### src/rtl/spi_flash_pkg.sv
// spi_flash_pkg: shared types and constants for the SPI flash read responder.
//   state_e      - responder FSM states
//   CMD_*        - supported opcodes
//   ADDR_BITS    - flash address length on the wire
//   SYNC_*       - bit positions of the pins in the synchronizer array
//   id_byte()    - selects one of the three JEDEC ID bytes, MSB byte first
package spi_flash_pkg;

  typedef enum logic [2:0] {
    ST_IDLE,
    ST_CMD,
    ST_ADDR,
    ST_READ,
    ST_ID,
    ST_IGNORE
  } state_e;

  localparam logic [7:0] CMD_READ     = 8'h03;
  localparam logic [7:0] CMD_JEDEC_ID = 8'h9F;
  localparam int         ADDR_BITS    = 24;

  // Pin lanes of the synchronizer array
  localparam int NUM_PINS = 3;
  localparam int SYNC_SDI = 0;
  localparam int SYNC_CS  = 1;
  localparam int SYNC_SCK = 2;

  function automatic logic [7:0] id_byte(input logic [23:0] id, input logic [1:0] idx);
    case (idx)
      2'd0:    id_byte = id[23:16];
      2'd1:    id_byte = id[15:8];
      default: id_byte = id[7:0];
    endcase
  endfunction

endpackage

### src/rtl/spi_flash_responder_sync.sv
// spi_sync_edge: 2-FF synchronizer for one asynchronous pin, with optional
// rise/fall pulse generation from a third register.
//   clk_i, rst_ni : system clock, async active-low reset
//   d_i           : asynchronous pin
//   q_o           : synchronized level
//   rise_o/fall_o : one-cycle pulses on synchronized edges (tied 0 if EDGE_EN=0)
module spi_sync_edge #(
  parameter logic RST_VAL = 1'b0,
  parameter bit   EDGE_EN = 1'b1
) (
  input  logic clk_i,
  input  logic rst_ni,
  input  logic d_i,
  output logic q_o,
  output logic rise_o,
  output logic fall_o
);

  logic [1:0] sync_q;

  always_ff @(posedge clk_i or negedge rst_ni) begin
    if (!rst_ni) sync_q <= {2{RST_VAL}};
    else         sync_q <= {sync_q[0], d_i};
  end

  assign q_o = sync_q[1];

  generate
    if (EDGE_EN) begin : g_edge
      logic dly_q;
      always_ff @(posedge clk_i or negedge rst_ni) begin
        if (!rst_ni) dly_q <= RST_VAL;
        else         dly_q <= sync_q[1];
      end
      assign rise_o = sync_q[1] & ~dly_q;
      assign fall_o = ~sync_q[1] & dly_q;
    end else begin : g_no_edge
      assign rise_o = 1'b0;
      assign fall_o = 1'b0;
    end
  endgenerate

endmodule

### src/rtl/spi_flash_responder.sv
// spi_flash_responder: SPI mode-0 target emulating the read side of a serial
// NOR flash (READ 0x03, JEDEC-ID 0x9F), backed by a 1-cycle-latency byte memory.
//   clk_i, rst_ni            : system clock, async active-low reset
//   sck_i, cs_i, sdi_i       : SPI pins from the initiator (async, oversampled)
//   sdo_o, sdo_oe_o          : MISO data and pad output enable
//   mem_req_o, mem_addr_o    : single-cycle read strobe and byte address
//   mem_rdata_i              : read data, valid the cycle after mem_req_o
//   busy_o                   : FSM not idle
module spi_flash_responder
  import spi_flash_pkg::*;
#(
  parameter int          MEM_ADDR_WIDTH = 14,
  parameter logic [23:0] JEDEC_ID       = 24'hEF4018
) (
  input  logic                      clk_i,
  input  logic                      rst_ni,
  input  logic                      sck_i,
  input  logic                      cs_i,
  input  logic                      sdi_i,
  output logic                      sdo_o,
  output logic                      sdo_oe_o,
  output logic                      mem_req_o,
  output logic [MEM_ADDR_WIDTH-1:0] mem_addr_o,
  input  logic [7:0]                mem_rdata_i,
  output logic                      busy_o
);

  // cs idles high; sck and sdi idle low
  localparam logic [NUM_PINS-1:0] SYNC_RST = NUM_PINS'(1) << SYNC_CS;

  logic [NUM_PINS-1:0] pin_raw, pin_q, pin_rise, pin_fall;

  assign pin_raw[SYNC_SCK] = sck_i;
  assign pin_raw[SYNC_CS]  = cs_i;
  assign pin_raw[SYNC_SDI] = sdi_i;

  generate
    for (genvar i = 0; i < NUM_PINS; i++) begin : g_sync
      spi_sync_edge #(
        .RST_VAL (SYNC_RST[i]),
        .EDGE_EN (i == SYNC_SCK)
      ) u_sync (
        .clk_i  (clk_i),
        .rst_ni (rst_ni),
        .d_i    (pin_raw[i]),
        .q_o    (pin_q[i]),
        .rise_o (pin_rise[i]),
        .fall_o (pin_fall[i])
      );
    end
  endgenerate

  logic sck_rise, sck_fall, cs_q, sdi_q;
  assign sck_rise = pin_rise[SYNC_SCK];
  assign sck_fall = pin_fall[SYNC_SCK];
  assign cs_q     = pin_q[SYNC_CS];
  assign sdi_q    = pin_q[SYNC_SDI];

  state_e                 state;
  logic [2:0]             bit_cnt;
  logic [1:0]             byte_cnt;   // address bytes received
  logic [1:0]             id_idx;     // next ID byte to load
  logic [ADDR_BITS-1:0]   addr_sh;    // also holds the opcode during CMD
  logic [ADDR_BITS-1:0]   addr_nxt;
  logic [7:0]             out_sh;     // bits not yet driven onto sdo
  logic [7:0]             pre_byte;   // prefetched next byte
  logic                   first_byte; // next memory return goes straight to out_sh
  // vld_pipe[0]: request issued this cycle, vld_pipe[1]: read data on mem_rdata_i
  logic [1:0]             vld_pipe;

  assign addr_nxt  = {addr_sh[ADDR_BITS-2:0], sdi_q};
  assign mem_req_o = vld_pipe[0];
  assign busy_o    = (state != ST_IDLE);

  always_ff @(posedge clk_i or negedge rst_ni) begin
    if (!rst_ni) begin
      state      <= ST_IDLE;
      bit_cnt    <= '0;
      byte_cnt   <= '0;
      id_idx     <= '0;
      addr_sh    <= '0;
      out_sh     <= '0;
      pre_byte   <= '0;
      first_byte <= 1'b0;
      vld_pipe   <= '0;
      mem_addr_o <= '0;
      sdo_o      <= 1'b0;
      sdo_oe_o   <= 1'b0;
    end else begin
      vld_pipe <= {vld_pipe[0], 1'b0};
      // cs high overrides everything, including an sck edge in the same cycle
      if (cs_q) begin
        state      <= ST_IDLE;
        bit_cnt    <= '0;
        byte_cnt   <= '0;
        id_idx     <= '0;
        first_byte <= 1'b0;
        vld_pipe   <= '0;
        sdo_o      <= 1'b0;
        sdo_oe_o   <= 1'b0;
      end else begin
        case (state)
          ST_IDLE: begin
            state    <= ST_CMD;
            bit_cnt  <= '0;
            byte_cnt <= '0;
          end

          ST_CMD: if (sck_rise) begin
            addr_sh <= addr_nxt;
            bit_cnt <= bit_cnt + 3'd1;
            if (bit_cnt == 3'd7) begin
              if (addr_nxt[7:0] == CMD_READ) begin
                state <= ST_ADDR;
              end else if (addr_nxt[7:0] == CMD_JEDEC_ID) begin
                state    <= ST_ID;
                out_sh   <= id_byte(JEDEC_ID, 2'd0);
                id_idx   <= 2'd1;
                sdo_oe_o <= 1'b1;
              end else begin
                state <= ST_IGNORE;
              end
            end
          end

          ST_ADDR: if (sck_rise) begin
            addr_sh <= addr_nxt;
            bit_cnt <= bit_cnt + 3'd1;
            if (bit_cnt == 3'd7) begin
              byte_cnt <= byte_cnt + 2'd1;
              if (byte_cnt == 2'd2) begin
                // upper flash address bits are dropped here
                mem_addr_o  <= addr_nxt[MEM_ADDR_WIDTH-1:0];
                vld_pipe[0] <= 1'b1;
                first_byte  <= 1'b1;
                sdo_oe_o    <= 1'b1;
                state       <= ST_READ;
              end
            end
          end

          ST_READ: begin
            if (vld_pipe[1]) begin
              if (first_byte) begin
                out_sh      <= mem_rdata_i;
                first_byte  <= 1'b0;
                vld_pipe[0] <= 1'b1;
                mem_addr_o  <= mem_addr_o + MEM_ADDR_WIDTH'(1);
              end else begin
                pre_byte <= mem_rdata_i;
              end
            end
            if (sck_fall) begin
              sdo_o   <= out_sh[7];
              bit_cnt <= bit_cnt + 3'd1;
              if (bit_cnt == 3'd7) begin
                // last bit of this byte is out; swap in the prefetch, fetch the next
                out_sh      <= pre_byte;
                vld_pipe[0] <= 1'b1;
                mem_addr_o  <= mem_addr_o + MEM_ADDR_WIDTH'(1);
              end else begin
                out_sh <= {out_sh[6:0], 1'b0};
              end
            end
          end

          ST_ID: if (sck_fall) begin
            sdo_o   <= out_sh[7];
            bit_cnt <= bit_cnt + 3'd1;
            if (bit_cnt == 3'd7) begin
              out_sh <= id_byte(JEDEC_ID, id_idx);
              id_idx <= (id_idx == 2'd2) ? 2'd0 : id_idx + 2'd1;
            end else begin
              out_sh <= {out_sh[6:0], 1'b0};
            end
          end

          ST_IGNORE: ;

          default: state <= ST_IDLE;
        endcase
      end
    end
  end

  // Edge pulses of cs/sdi are constant 0; the address MSB only shifts out
  logic unused_sigs;
  assign unused_sigs = ^{pin_rise[SYNC_CS], pin_rise[SYNC_SDI],
                         pin_fall[SYNC_CS], pin_fall[SYNC_SDI], addr_sh[ADDR_BITS-1]};

endmodule

### config.mk
export PLATFORM = sky130hd
export DESIGN_NAME = spi_flash_responder
export DESIGN_NICKNAME = d
export VERILOG_FILES = /design/src/rtl/spi_flash_pkg.sv /design/src/rtl/spi_flash_responder_sync.sv /design/src/rtl/spi_flash_responder.sv
export SDC_FILE = /design/constraint.sdc
export NUM_CORES = 1
export LEC_CHECK = 0
export BUFFER_PORTS_ARGS = -buffer_cell sky130_fd_sc_hd__buf_2
export CORE_MARGIN = 2
export CORE_UTILIZATION = 64
export DETAILED_ROUTE_END_ITERATION = 8
export PLACE_DENSITY = 0.93
export SLEW_MARGIN = 10
export SYNTH_ARGS = -nofsm -noshare
export SYNTH_HDL_FRONTEND = slang
export SYNTH_SLANG_ARGS = --single-unit
### constraint.sdc
create_clock -name clk_i -period 5 [get_ports clk_i]
set_input_delay 0.5 -clock clk_i [delete_from_list [all_inputs] [get_ports clk_i]]
set_output_delay 0.5 -clock clk_i [all_outputs]
set_load 0.02 [all_outputs]
# After elaboration in Yosys (flattened, before gate mapping)
# Cells that the tools add are included.
classes:
  add_sub_neg: 4
  n_mul: 0
  div: 0
  n_lt_le_gt_ge: 0
  eq_ne: 34
  shift: 0
  n_mux: 71
  n_bitwise: 6
  reduce_logical: 26
ops:
  columns: ["cell", "n"]
  rows:
  - ["14-bit 2-to-1 mux", 7]
  - ["8-bit 2-to-1 mux", 10]
  - ["3-bit 2-to-1 mux", 10]
  - ["14-bit case mux with 2 select lines", 1]
  - ["3-bit by 2-bit inequality test with 1-bit output, second input constant", 9]
  - ["8-bit case mux with 3 select lines", 1]
  - ["1-bit 2-to-1 mux", 23]
  - ["2-bit 2-to-1 mux", 11]
  - ["3-bit nonzero test", 6]
  - ["8-bit case mux with 2 select lines", 1]
  - ["3-bit by 1-bit inequality test with 1-bit output, second input constant", 5]
  - ["14-bit by 1-bit adder with 14-bit output, second input constant", 1]
  - ["3-bit case mux with 4 select lines", 1]
  - ["2-bit inequality test, second input constant", 5]
  - ["5-bit AND reduction", 2]
  - ["3-bit equality test, second input constant", 3]
  - ["3-bit case mux with 3 select lines", 1]
  - ["3-bit AND reduction", 3]
  - ["9-bit AND reduction", 1]
  - ["8-bit by 2-bit equality test with 1-bit output, second input constant", 1]
  - ["8-bit equality test, second input constant", 1]
  - ["2-bit by 1-bit inequality test with 1-bit output, second input constant", 4]
  - ["2-bit case mux with 2 select lines", 2]
  - ["8-bit AND reduction", 1]
  - ["other kinds (19)", 31]
word_totals:
  ff_bits: 65
  latchBits: 0
  ram_bits: 0
  mem_bits_ro: 0
  inputBits: 13
  word_cells: 157
  mem_count: 0

# Logic depth before layout (Yosys ltp)
# Gate-level depths: netlist of run 1.
depth:
  depth_word: 7
  ltp_mapped: 9

# Modules after synthesis
# From an unflattened synthesis of run 1, not the netlist that was laid out.
hier_totals:
  hier_cells: 348
  hier_area_um2: 3597.2
by_module_without_submodules:
  columns: ["module", "n_inst", "cells_per_inst", "area_per_inst_um2", "seq_area_each_um2"]
  rows:
  - ["spi_flash_responder", 1, 333, 3367.0, 1451.4]
  - ["spi_sync_edge (g_sync[2].u_sync)", 1, 5, 90.1, 75.1]
  - ["spi_sync_edge (g_sync[1].u_sync)", 1, 5, 71.3, 52.6]
  - ["spi_sync_edge (g_sync[0].u_sync)", 1, 5, 68.8, 50.0]

# Worst setup path before layout of run 1
# No wires, ideal clock.
synth_timing:
  path_kind: "flip-flop to flip-flop"
  start: "register bit_cnt[0]"
  end: "register out_sh[0]"
  setup_time_ns: 0.125
  t_arrival_ns: 1.920
  required_time_ns: 4.875
  setup_slack_ns: 2.955
  path_stages_with_launch: 9
  n_path_buf: 1
  synth_period_minus_slack_ns: 2.045
  path_cell_list: "dfrtp_1 ha_1 ha_1 buf_2 inv_1 nor3_1 or3_1 o211ai_4 mux2_4"
synth_via:
  elab_chain_cells: 4
  word_cells_on_any_way: 8
synth_lines:
  columns: ["item", "line_no", "text"]
  rows:
  - ["from (decl)", "spi_flash_responder.sv:60", "logic [2:0] bit_cnt;"]
  - ["from (signal assigned)", "spi_flash_responder.sv:111", "bit_cnt <= bit_cnt + 3'd1;"]
  - ["from (signal assigned)", "spi_flash_responder.sv:128", "bit_cnt <= bit_cnt + 3'd1;"]
  - ["from (signal assigned)", "spi_flash_responder.sv:155", "bit_cnt <= bit_cnt + 3'd1;"]
  - ["3-bit equality test (*)", "spi_flash_responder.sv:112, spi_flash_responder.sv:156, spi_flash_responder.sv:170", null]
  - ["8-bit 2-to-1 mux, on equally long branches", "spi_flash_responder.sv:170, spi_flash_responder.sv:156", null]
  - ["8-bit 2-to-1 mux, on equally long branches", "spi_flash_responder.sv:167, spi_flash_responder.sv:153", null]
  - ["8-bit case mux with 3 select lines", "spi_flash_responder.sv:102", "case (state)"]
  - ["to (signal assigned)", "spi_flash_responder.sv:158", "out_sh <= pre_byte;"]
  - ["to (signal assigned)", "spi_flash_responder.sv:171", "out_sh <= id_byte(JEDEC_ID, id_idx);"]
  - ["to (signal assigned)", "spi_flash_responder.sv:174", "out_sh <= {out_sh[6:0], 1'b0};"]
  - ["to (decl)", "spi_flash_responder.sv:65", "logic [7:0] out_sh;"]
# Every way passes the cells marked *; elsewhere a longest branch is shown, timed or not. The select of a mux whose other input is x is not followed.
# A chain may end at the register's enable or synchronous reset.

# Worst setup path in the final report of run 1
layout_timing:
  start: "register bit_cnt[0]"
  end: "register mem_addr_o[13]"
layout_via:
  elab_chain_cells: 4
  word_cells_on_any_way: 6
layout_lines:
  columns: ["item", "line_no", "text"]
  rows:
  - ["3-bit equality test (*)", "spi_flash_responder.sv:129, spi_flash_responder.sv:156", null]
  - ["14-bit 2-to-1 mux", "spi_flash_responder.sv:156", "if (bit_cnt == 3'd7) begin"]
  - ["14-bit 2-to-1 mux", "spi_flash_responder.sv:153", "if (sck_fall) begin"]
  - ["14-bit case mux with 2 select lines", "spi_flash_responder.sv:102", null]
  - ["to (signal assigned)", "spi_flash_responder.sv:133", "mem_addr_o <= addr_nxt[MEM_ADDR_WIDTH-1:0];"]
  - ["to (signal assigned)", "spi_flash_responder.sv:148", "mem_addr_o <= mem_addr_o + MEM_ADDR_WIDTH'(1);"]
  - ["to (signal assigned)", "spi_flash_responder.sv:160", "mem_addr_o <= mem_addr_o + MEM_ADDR_WIDTH'(1);"]
  - ["to (decl)", "spi_flash_responder.sv:23", "output logic [MEM_ADDR_WIDTH-1:0] mem_addr_o,"]
# Every way passes the cells marked *; elsewhere a longest branch is shown, timed or not.

==> impl_metrics.ini, run 1 <==
[critical_path]
cp_cell_sequence = ha_1 > ha_1 > and3b_1 > o211ai_2 > nor4_1 > a31oi_1 > o22a_1
reg2reg_setup_slack_ps = 2280
cp-start-kind = flip-flop
worst_path_max_fanout = 19
worst_path_largest_cell_delay_ps = 620
timing.setup.critical_path_class = flip-flop to flip-flop
crit_path_frequent_cell = ha_1
cp_top_family = simple AND/OR/NAND/NOR gates
worstPathBufferInverterCount = 0
worstPathRequired_ps = 5250
data_arrival_at_the_endpoint_of_the_critical_path_ps = 2970
worst_setup_path_end_kind = flip-flop
cpMaxStageDelayCell = ha_1

[floorplan]
ios = 31
start_util_pct = 66.9
core.rowCount = 26
die_width_um = 77.3
floorplan.die.height_um = 77.3
core_um2 = 5140
dieArea_um2 = 5980

[clock_network]
cts-hold-fix-buffers = 0
postCtsSetupBuffers = 0
clk_pin_slew_worst_paths_ps = 80
tritoncts_buffers = 9
cts_sinks = 65
cts_tree = done
ctsHtreeMaxLevel = 3
clkLatencyLatePin_ps = 370
cts_repair_resize_count = 0
clock_path_buffers = 2
cts.root.buffer_cell = clkbuf_8

[global_route]
groute.layer.met2.usage_pct = 45.3
antenna_found_initial = 0
grt_util_met3_pct = 7.65
largest_net_degree_at_the_start_of_global_routing = 66
groute.layer.met1.usage_pct = 42.1
grtUsageTotal_pct = 30.9
grt_first_pass_wirelength_um = 14100
grt_overflow_total = 0
grt-busiest-layer = met2
grt_pass1_vias = 2836

[logic_synthesis]
synth-edff-count = 0
avgSynthCellArea_um2 = 10.2
postSynthNetCount = 355
ys.warnings.count = 0
post_synthesis_sequential_area_ratio_pct = 47.3
synth_cells = 338
synthFlopType = dfrtp_1
synth.lib_cells_used.distinct = 55
combined_area_of_all_synthesized_cells_um2 = 3440
postSynth.asyncResetShare_pct = 100
synth-seq-cells = 65

[cells_and_area]
finish.cell_count_without_fillers = 437
syn2layout_area_growth_pct = 11.0
fill_cells = 370
diodes = 0
num-nets-final = 379
final_layout_size_suffix_gt1_share_pct = 23.4

[timing]
grt_setup_unrepaired = no
worst_pin_slew_ps = 794
finalCritPeriodShare_pct = 54.4
period_needed_ps = 2720
worst_clock_skew_ps = 10.6
max_clock_freq_ghz = 0.368
slew_headroom_pct = 46.9
finalMaxSlewViolations = 0
finalHoldViolations = 0
setup_viol = 0
finalSetupTns_ps = 0

[power_and_ir_drop]
power_density_normalized_to_cell_area_nw_per_um2 = 300
ir_worst_vdd_uv = 254
power.static_leakage_nw = 1.71

[routing]
routed_wirelength_um = 8430
drt.antenna.violating_nets = 0
routed-via-count = 2990
dr.pass1.iters = 5
wire_per_inst_um = 19.3
initialDrtViolationCount = 415
drt_drc_violations_left = 0
via_per_inst = 6.84

[placed_design]
globalplace.congestion = 0.886
io_buffers = 30
post-dp-hpwl_um = 5600
placed_cells = 421

[run_status]
run_status = complete, no violations

[job]
max_cap_viols = 0

[min_path]
min_path_type = input pin to flip-flop
## worst reg2reg max path: stages (launching register included)
cell      delay [ps]
dfrtp_1          390
ha_1             170
ha_1             620
and3b_1          320
o211ai_2         230
nor4_1           540
a31oi_1          160
o22a_1           190
## cells in the mapped netlist (all sizes together), types with 8 or more instances
cell | instances | area [µm²]
nand2 | 26 | 97.6
nand3 | 15 | 75.1
mux2 | 31 | 379
inv | 10 | 37.5
buf | 12 | 58.8
o21ai | 15 | 75.1
nor2 | 19 | 71.3
dfrtp | 63 | 1580
clkbuf | 8 | 30.0
a21oi | 33 | 165
o211ai | 10 | 93.8
## state kept, by name, summed over array words and instances (netlist names)
register	cells
sdo_o	1
g_sync.u_sync.sync_q	6
state	3
byte_cnt	2
id_idx	2
addr_sh	13
first_byte	1
out_sh	8
sdo_oe_o	1
pre_byte	8
bit_cnt	3
vld_pipe	2
mem_addr_o	14
g_sync.u_sync.g_edge.dly_q	1
## path summary, 6_finish.rpt
check / from / to / cells past startpoint
max: bit_cnt[0] / mem_addr_o[13] / 7
min: cs_i / g_sync[1].u_sync.sync_q[0] / 1
max reg2reg: bit_cnt[0] / mem_addr_o[13] / 7
min reg2reg: g_sync[2].u_sync.sync_q[0] / g_sync[2].u_sync.sync_q[1] / 0
max in group asynchronous: rst_ni / sdo_o / 2
min in group asynchronous: rst_ni / pre_byte[3] / 2
## layout by cell type (no fill, tap or decap), types with 8 or more instances in the layout
| cell | netlist | final |
|---|---|---|
| dfrtp_1 | 63 | 63 |
| a21oi_1 | 33 | 33 |
| buf_2 | 11 | 30 |
| nand2_1 | 26 | 26 |
| mux2_2 | 22 | 22 |
| nor2_1 | 19 | 19 |
| nand3_1 | 15 | 15 |
| o21ai_0 | 15 | 15 |
| inv_1 | 10 | 10 |
| clkbuf_8 | 0 | 9 |
| o211ai_1 | 8 | 8 |
| mux2_4 | 8 | 8 |
## metal layers
| layer | vias to the layer above | wire, µm |
|---|---|---|
| li1 | 1315 | - |
| met1 | 1450 | 3480 |
| met2 | 192 | 3990 |
| met3 | 33 | 726 |
| met4 | 0 | 233 |
| met5 | - | 0 |
## final cells by class
cell class | instances | area (µm²) | area share (%)
Clock buffer | 9 | 124 | 3.24
Clock inverter | 7 | 83.8 | 2.19
Inverter | 10 | 37.5 | 0.983
Multi-Input combinational cell | 243 | 1690 | 44.1
Sequential cell | 65 | 1630 | 42.6
Tap cell | 70 | 87.6 | 2.29
Timing Repair Buffer | 33 | 173 | 4.52
## stage by stage
stage | power, mW | instance area, µm² | worst slack, ps | hold slack [ps] | utilization (%)
after floorplan | 0.635 | 3440 | 2950 | 204 | -
after global placement | 0.666 | 3610 | 2510 | 333 | 70.3
after detailed placement | 0.674 | 3610 | 2380 | 336 | 70.3
after CTS | 1.15 | 3820 | 2340 | 226 | 74.3
after global routing | 1.19 | 3820 | 2060 | 209 | 74.3
final | 1.14 | 3820 | 2280 | 230 | 74.3
## where the power goes
part | switching, mW | internal [mW] | leakage, nW
clock | 0.240 | 0.240 | 0.103
combinational | 0.0435 | 0.0394 | 0.780
sequential | 0.0313 | 0.550 | 0.825
total | 0.315 | 0.830 | 1.71
## cell families (layout without fill, tap and decap cells)
| kind of cell | after synthesis | after routing | synth area share, % |
|---|---|---|---|
| buf+inv | 30 | 59 | 3.67 |
| flops | 65 | 65 | 47.3 |
| mux | 35 | 35 | 12.2 |
| simple gates | 98 | 98 | 14.4 |
| fa+ha+maj | 4 | 4 | 1.45 |
| compound gates | 106 | 106 | 20.9 |
Power figures use the tool's default switching activity.
==> inputs of run 2 (changes only) <==
- CORE_UTILIZATION: 64 -> 54
- PLACE_DENSITY: 0.93 -> 0.84
- clock period: 5 -> 2.2 ns (I/O delays scaled with it)
==> impl_metrics.ini, run 2 (synthesized netlist as in run 1, its figures left out) <==
[floorplan]
die_width_um = 83.8
start_util_pct = 55.1
dieArea_um2 = 7030
ios = 31
floorplan.die.height_um = 83.8
core_um2 = 6240
core.rowCount = 29

[cells_and_area]
mostFrequentLayoutCells = 63 x dfrtp_1, 33 x a21oi_1, 30 x buf_2
max_flop_register = mem_addr_o
largest_register_ffs = 14
syn2layout_area_growth_pct = 16.3
reg_top3 = mem_addr_o: 14 flops, addr_sh: 13 flops
final_layout_size_suffix_gt1_share_pct = 26.0
num-nets-final = 400
summed_area_of_non_filler_cells_in_the_final_layout_um2 = 4000
mostFrequentLayoutCell = dfrtp_1
diodes = 0

[routing]
met3_length_um = 572
drt-met1-wl_um = 3540
drt.antenna.violating_nets = 0
drt_drc_violations_left = 0
routed_wirelength_um = 8260
route.top_layer_used = met4
routed-via-count = 2921
dr.pass1.iters = 5
wire_per_inst_um = 17.8
detailroute.wirelength.met2_um = 3910
initialDrtViolationCount = 370
via_per_inst = 6.28

[critical_path]
worstPathRequired_ps = 2430
worst_path_largest_cell_delay_ps = 390
worst_setup_path_end_kind = flip-flop
worstPathBufferInverterCount = 1
cpMaxStageDelayCell = dfrtp_1
timing.rr.end = out_sh[4]
worst_path_max_fanout = 8
worstReg2RegStart = bit_cnt[0]
ff2ff_path_depth = 7
data_arrival_at_the_endpoint_of_the_critical_path_ps = 2250
timing.setup.critical_path_class = flip-flop to flip-flop
crit_path_frequent_cell = ha_1
cp-start-kind = flip-flop
cp_top_family = adder cells
reg2reg_setup_slack_ps = 180
cp_cell_sequence = ha_1 > ha_1 > inv_1 > nor3_1 > or3_1 > o211ai_4 > mux2_4

[clock_network]
cts_sinks = 65
cts_tree = done
cts-hold-fix-buffers = 4
postCtsSetupBuffers = 0
clock_path_buffers = 2
ctsHtreeMaxLevel = 3
tritoncts_buffers = 9
clkLatencyLatePin_ps = 350
clk_pin_slew_worst_paths_ps = 70
cts.root.buffer_cell = clkbuf_8
cts_repair_resize_count = 0

[power_and_ir_drop]
ir_worst_vdd_uv = 453
power.static_leakage_nw = 1.80
sw_frac_of_total_pct = 25.4
seqPwrFrac_pct = 52.2
combinational_share_of_power_pct = 8.5
report.power.total_mw = 2.51
p_int_mw = 1.88
power_density_normalized_to_cell_area_nw_per_um2 = 628
power.net_switching_mw = 0.638
clock_power_share_pct = 39.3

[timing]
slew_headroom_pct = 55.4
worst_pin_slew_ps = 668
period_needed_ps = 2020
grt_setup_unrepaired = no
finalHoldViolations = 0
finalMaxSlewViolations = 0
finalCritPeriodShare_pct = 91.7
max_clock_freq_ghz = 0.496
worst_clock_skew_ps = 9.20
setup_viol = 0
finalSetupTns_ps = 0

[global_route]
grtUsageTotal_pct = 24.7
antenna_found_initial = 0
grt_pass1_vias = 2836
largest_net_degree_at_the_start_of_global_routing = 38
grt_overflow_total = 0
grt_first_pass_wirelength_um = 13800

[job]
max_cap_viols = 0

[min_path]
whs_endpoint = pre_byte[2]
min_from = mem_rdata_i[2]
hold_path_depth = 2
min_path_type = input pin to flip-flop

[run_status]
run_status = complete, no violations

[placed_design]
post-dp-hpwl_um = 5760
detailed_place.area_um2 = 3770
io_buffers = 30
globalplace.congestion = 0.893
run 2: cell types whose count changed in the layout (fill, tap and decap cells not counted):
cell           change
buf_12             +2
buf_4             +15
clkbuf_1           +2
clkinv_2           +2
clkinv_4           +1
dlygate4sd3_1      +4
inv_6              -4
inv_8              -1
run 2: worst max-delay path by stage:
| stage | start | end | slack, ps | cells after the start |
|---|---|---|---|---|
| 2_1_floorplan | bit_cnt[0] | out_sh[0] | 150 | 8 |
| 4_1_cts | bit_cnt[0] | out_sh[4] | 190 | 7 |
| 6_report | bit_cnt[0] | out_sh[4] | 180 | 7 |
| 3_5_place_dp | bit_cnt[0] | out_sh[1] | 200 | 7 |
| 3_3_place_gp | bit_cnt[0] | out_sh[2] | 250 | 7 |
| 5_1_grt | bit_cnt[0] | out_sh[7] | 30 | 8 |
run 2: layout make-up:
cell class                      count  area, µm²
Tap cell                           77       96.3
Sequential cell                    65       1630
Clock buffer                       11        131
Inverter                           10       37.5
Multi-Input combinational cell    243       1690
Fill cell                         484       2240
Timing Repair Buffer               54        365
Clock inverter                      5       56.3
run 2: worst register-to-register path: stages, from the launching register on:
cell and delay (ps):
dfrtp_1 390, ha_1 200, ha_1 230, inv_1 90
nor3_1 50, or3_1 380, o211ai_4 230, mux2_4 340
run 2: routing by layer:
| metal | global-route usage, % | up-vias |
|---|---|---|
| met2 | 38.5 | 141 |
| li1 | - | 1355 |
| met5 | 0 | - |
| met3 | 4.45 | 25 |
| met1 | 33.6 | 1400 |
| met4 | 11.6 | 0 |
run 2: metrics by stage:
| stage | hold slack, ps | utilization (%) | worst slack (ps) | std cells |
|---|---|---|---|---|
| 6_report | 113 | 64.1 | 182 | 465 |
| 5_1_grt | 114 | 64.1 | 29.6 | 465 |
| 4_1_cts | 101 | 64.1 | 188 | 465 |
| 3_5_place_dp | 289 | 60.5 | 203 | 445 |
| 3_3_place_gp | 284 | 60.5 | 252 | 445 |
| 2_1_floorplan | -75.6 | - | 155 | 338 |
run 2: power by group through the flow:
stage | clock, mW | combinational, mW | sequential (mW)
after floorplan | 0 | 0.131 | 1.31
after global placement | 0 | 0.196 | 1.33
after detailed placement | 0 | 0.206 | 1.33
after CTS | 0.997 | 0.213 | 1.31
after global routing | 1.05 | 0.230 | 1.32
final | 0.988 | 0.213 | 1.31
==> inputs of run 3 (changes only) <==
- MAX_ROUTING_LAYER: unset -> met4
==> impl_metrics.ini, run 3 (synthesized netlist as in run 1, its figures left out) <==
[run_status]
run_status = complete, no violations

[placed_design]
post-dp-hpwl_um = 5760
globalplace.congestion = 0.908
placed_cells = 445
io_buffers = 30

[cells_and_area]
final_layout_size_suffix_gt1_share_pct = 26.0
final-seq-area_um2 = 1630
multiInputGateArea_um2 = 1690
max_flop_register = mem_addr_o
largest_register_ffs = 14
diodes = 0
finish.cell_count_without_fillers = 465
syn2layout_area_growth_pct = 16.3
mostFrequentLayoutCell = dfrtp_1
fill_cells = 484
mostFrequentLayoutCells = 63 x dfrtp_1, 33 x a21oi_1, 30 x buf_2
num-nets-final = 400
reg_top3 = mem_addr_o: 14 flops, addr_sh: 13 flops

[routing]
drt.antenna.violating_nets = 0
drt_drc_violations_left = 0
wire_per_inst_um = 17.6
via_per_inst = 6.28
routed_wirelength_um = 8200
routed-via-count = 2921
dr.pass1.iters = 5
initialDrtViolationCount = 384

[floorplan]
start_util_pct = 55.1
ios = 31
dieArea_um2 = 7030
die_width_um = 83.8
core_um2 = 6240
floorplan.die.height_um = 83.8
core.rowCount = 29

[timing]
finalSetupTns_ps = 0
slew_headroom_pct = 55.1
period_needed_ps = 2030
finalHoldViolations = 0
grt_setup_unrepaired = no
setup_viol = 0
max_clock_freq_ghz = 0.492
worst_clock_skew_ps = 7.95
finalMaxSlewViolations = 0
finalCritPeriodShare_pct = 92.3
worst_pin_slew_ps = 674

[critical_path]
timing.rr.end = out_sh[4]
worst_path_max_fanout = 8
worstReg2RegStart = bit_cnt[0]
timing.setup.critical_path_class = flip-flop to flip-flop
worst_setup_path_end_kind = flip-flop
launch_point_of_the_critical_path = bit_cnt[0]
worst_path_largest_cell_delay_ps = 390
worst_setup_path_endpoint = out_sh[4]
ff2ff_path_depth = 7
cp-start-kind = flip-flop
data_arrival_at_the_endpoint_of_the_critical_path_ps = 2260
crit_path_frequent_cell = ha_1
reg2reg_setup_slack_ps = 170
cpMaxStageDelayCell = dfrtp_1
cp_cell_sequence = ha_1 > ha_1 > inv_1 > nor3_1 > or3_1 > o211ai_4 > mux2_4
worstPathRequired_ps = 2430

[clock_network]
cts_tree = done
clock_path_buffers = 2
clkLatencyLatePin_ps = 350
tritoncts_buffers = 9
ctsHtreeMaxLevel = 3
cts_repair_resize_count = 0
clk_pin_slew_worst_paths_ps = 80
cts_sinks = 65
postCtsSetupBuffers = 0
cts.root.buffer_cell = clkbuf_8

[global_route]
grt_overflow_total = 0
antenna_found_initial = 0
grtUsageTotal_pct = 25.5
grt_pass1_vias = 2828
grt_first_pass_wirelength_um = 13800
largest_net_degree_at_the_start_of_global_routing = 38

[power_and_ir_drop]
ir_worst_vdd_uv = 452
power_density_normalized_to_cell_area_nw_per_um2 = 627
power.static_leakage_nw = 1.80
report.power.total_mw = 2.51

[min_path]
min_path_type = input pin to flip-flop

[job]
max_cap_viols = 0
[run 3: cell counts in the layout (fill, tap and decap cells not counted)]
Identical to the previous run, type by type.
[run 3: worst max-delay path, delay by kind of cell (launching register included)]
family	cells	cell delay (ps)
flops	1	390
buf+inv	1	90
fa+ha+maj	2	430
simple gates	2	430
mux	1	340
compound gates	1	230
[run 3: metrics by stage]
stage	setup WS (ps)	util [%]	cell area, µm²	hold slack (ps)
2_1_floorplan	155	-	3440	-75.6
3_3_place_gp	252	60.5	3770	284
3_5_place_dp	203	60.5	3770	289
4_1_cts	188	64.1	4000	101
5_1_grt	30.2	64.1	4000	111
6_report	169	64.1	4000	109
[run 3: area by class of cell]
cell class | count | area share, %
well taps | 77 | 2.41
repair buffers | 54 | 9.13
flip-flops and latches | 65 | 40.7
clock inverters | 5 | 1.41
inverters | 10 | 0.938
multi-input cells | 243 | 42.1
clock buffers | 11 | 3.28
[run 3: repair_timing]
item,4_1_cts,5_1_grt
hold buffers,4,0
endpoints found under the hold margin,31,0
endpoints found under the setup margin,0,0
[run 3: worst min path at each step]
| stage | slack (ps) | end | start | depth (start not counted) |
|---|---|---|---|---|
| after global placement | 280 | out_sh[1] | rst_ni | 1 |
| final | 110 | pre_byte[5] | mem_rdata_i[5] | 2 |
| after floorplan | -80 | addr_sh[0] | rst_ni | 0 |
| after CTS | 100 | pre_byte[5] | mem_rdata_i[5] | 2 |
| after detailed placement | 290 | out_sh[1] | rst_ni | 1 |
| after global routing | 110 | pre_byte[5] | mem_rdata_i[5] | 2 |
[run 3: power breakdown]
group	total (mW)	leakage, nW	internal [mW]	switching, mW
clock	0.987	0.0933	0.522	0.465
combinational	0.212	0.884	0.103	0.109
sequential	1.31	0.825	1.25	0.0602
total	2.51	1.80	1.88	0.635
[run 3: metal layers]
layer	GRT usage, %	vias to the layer above	part of all wire, %
li1	-	1352	-
met1	33.8	1421	43
met2	38.4	126	48
met3	4.55	22	6.7
met4	11.6	0	2.8
met5	-	-	0
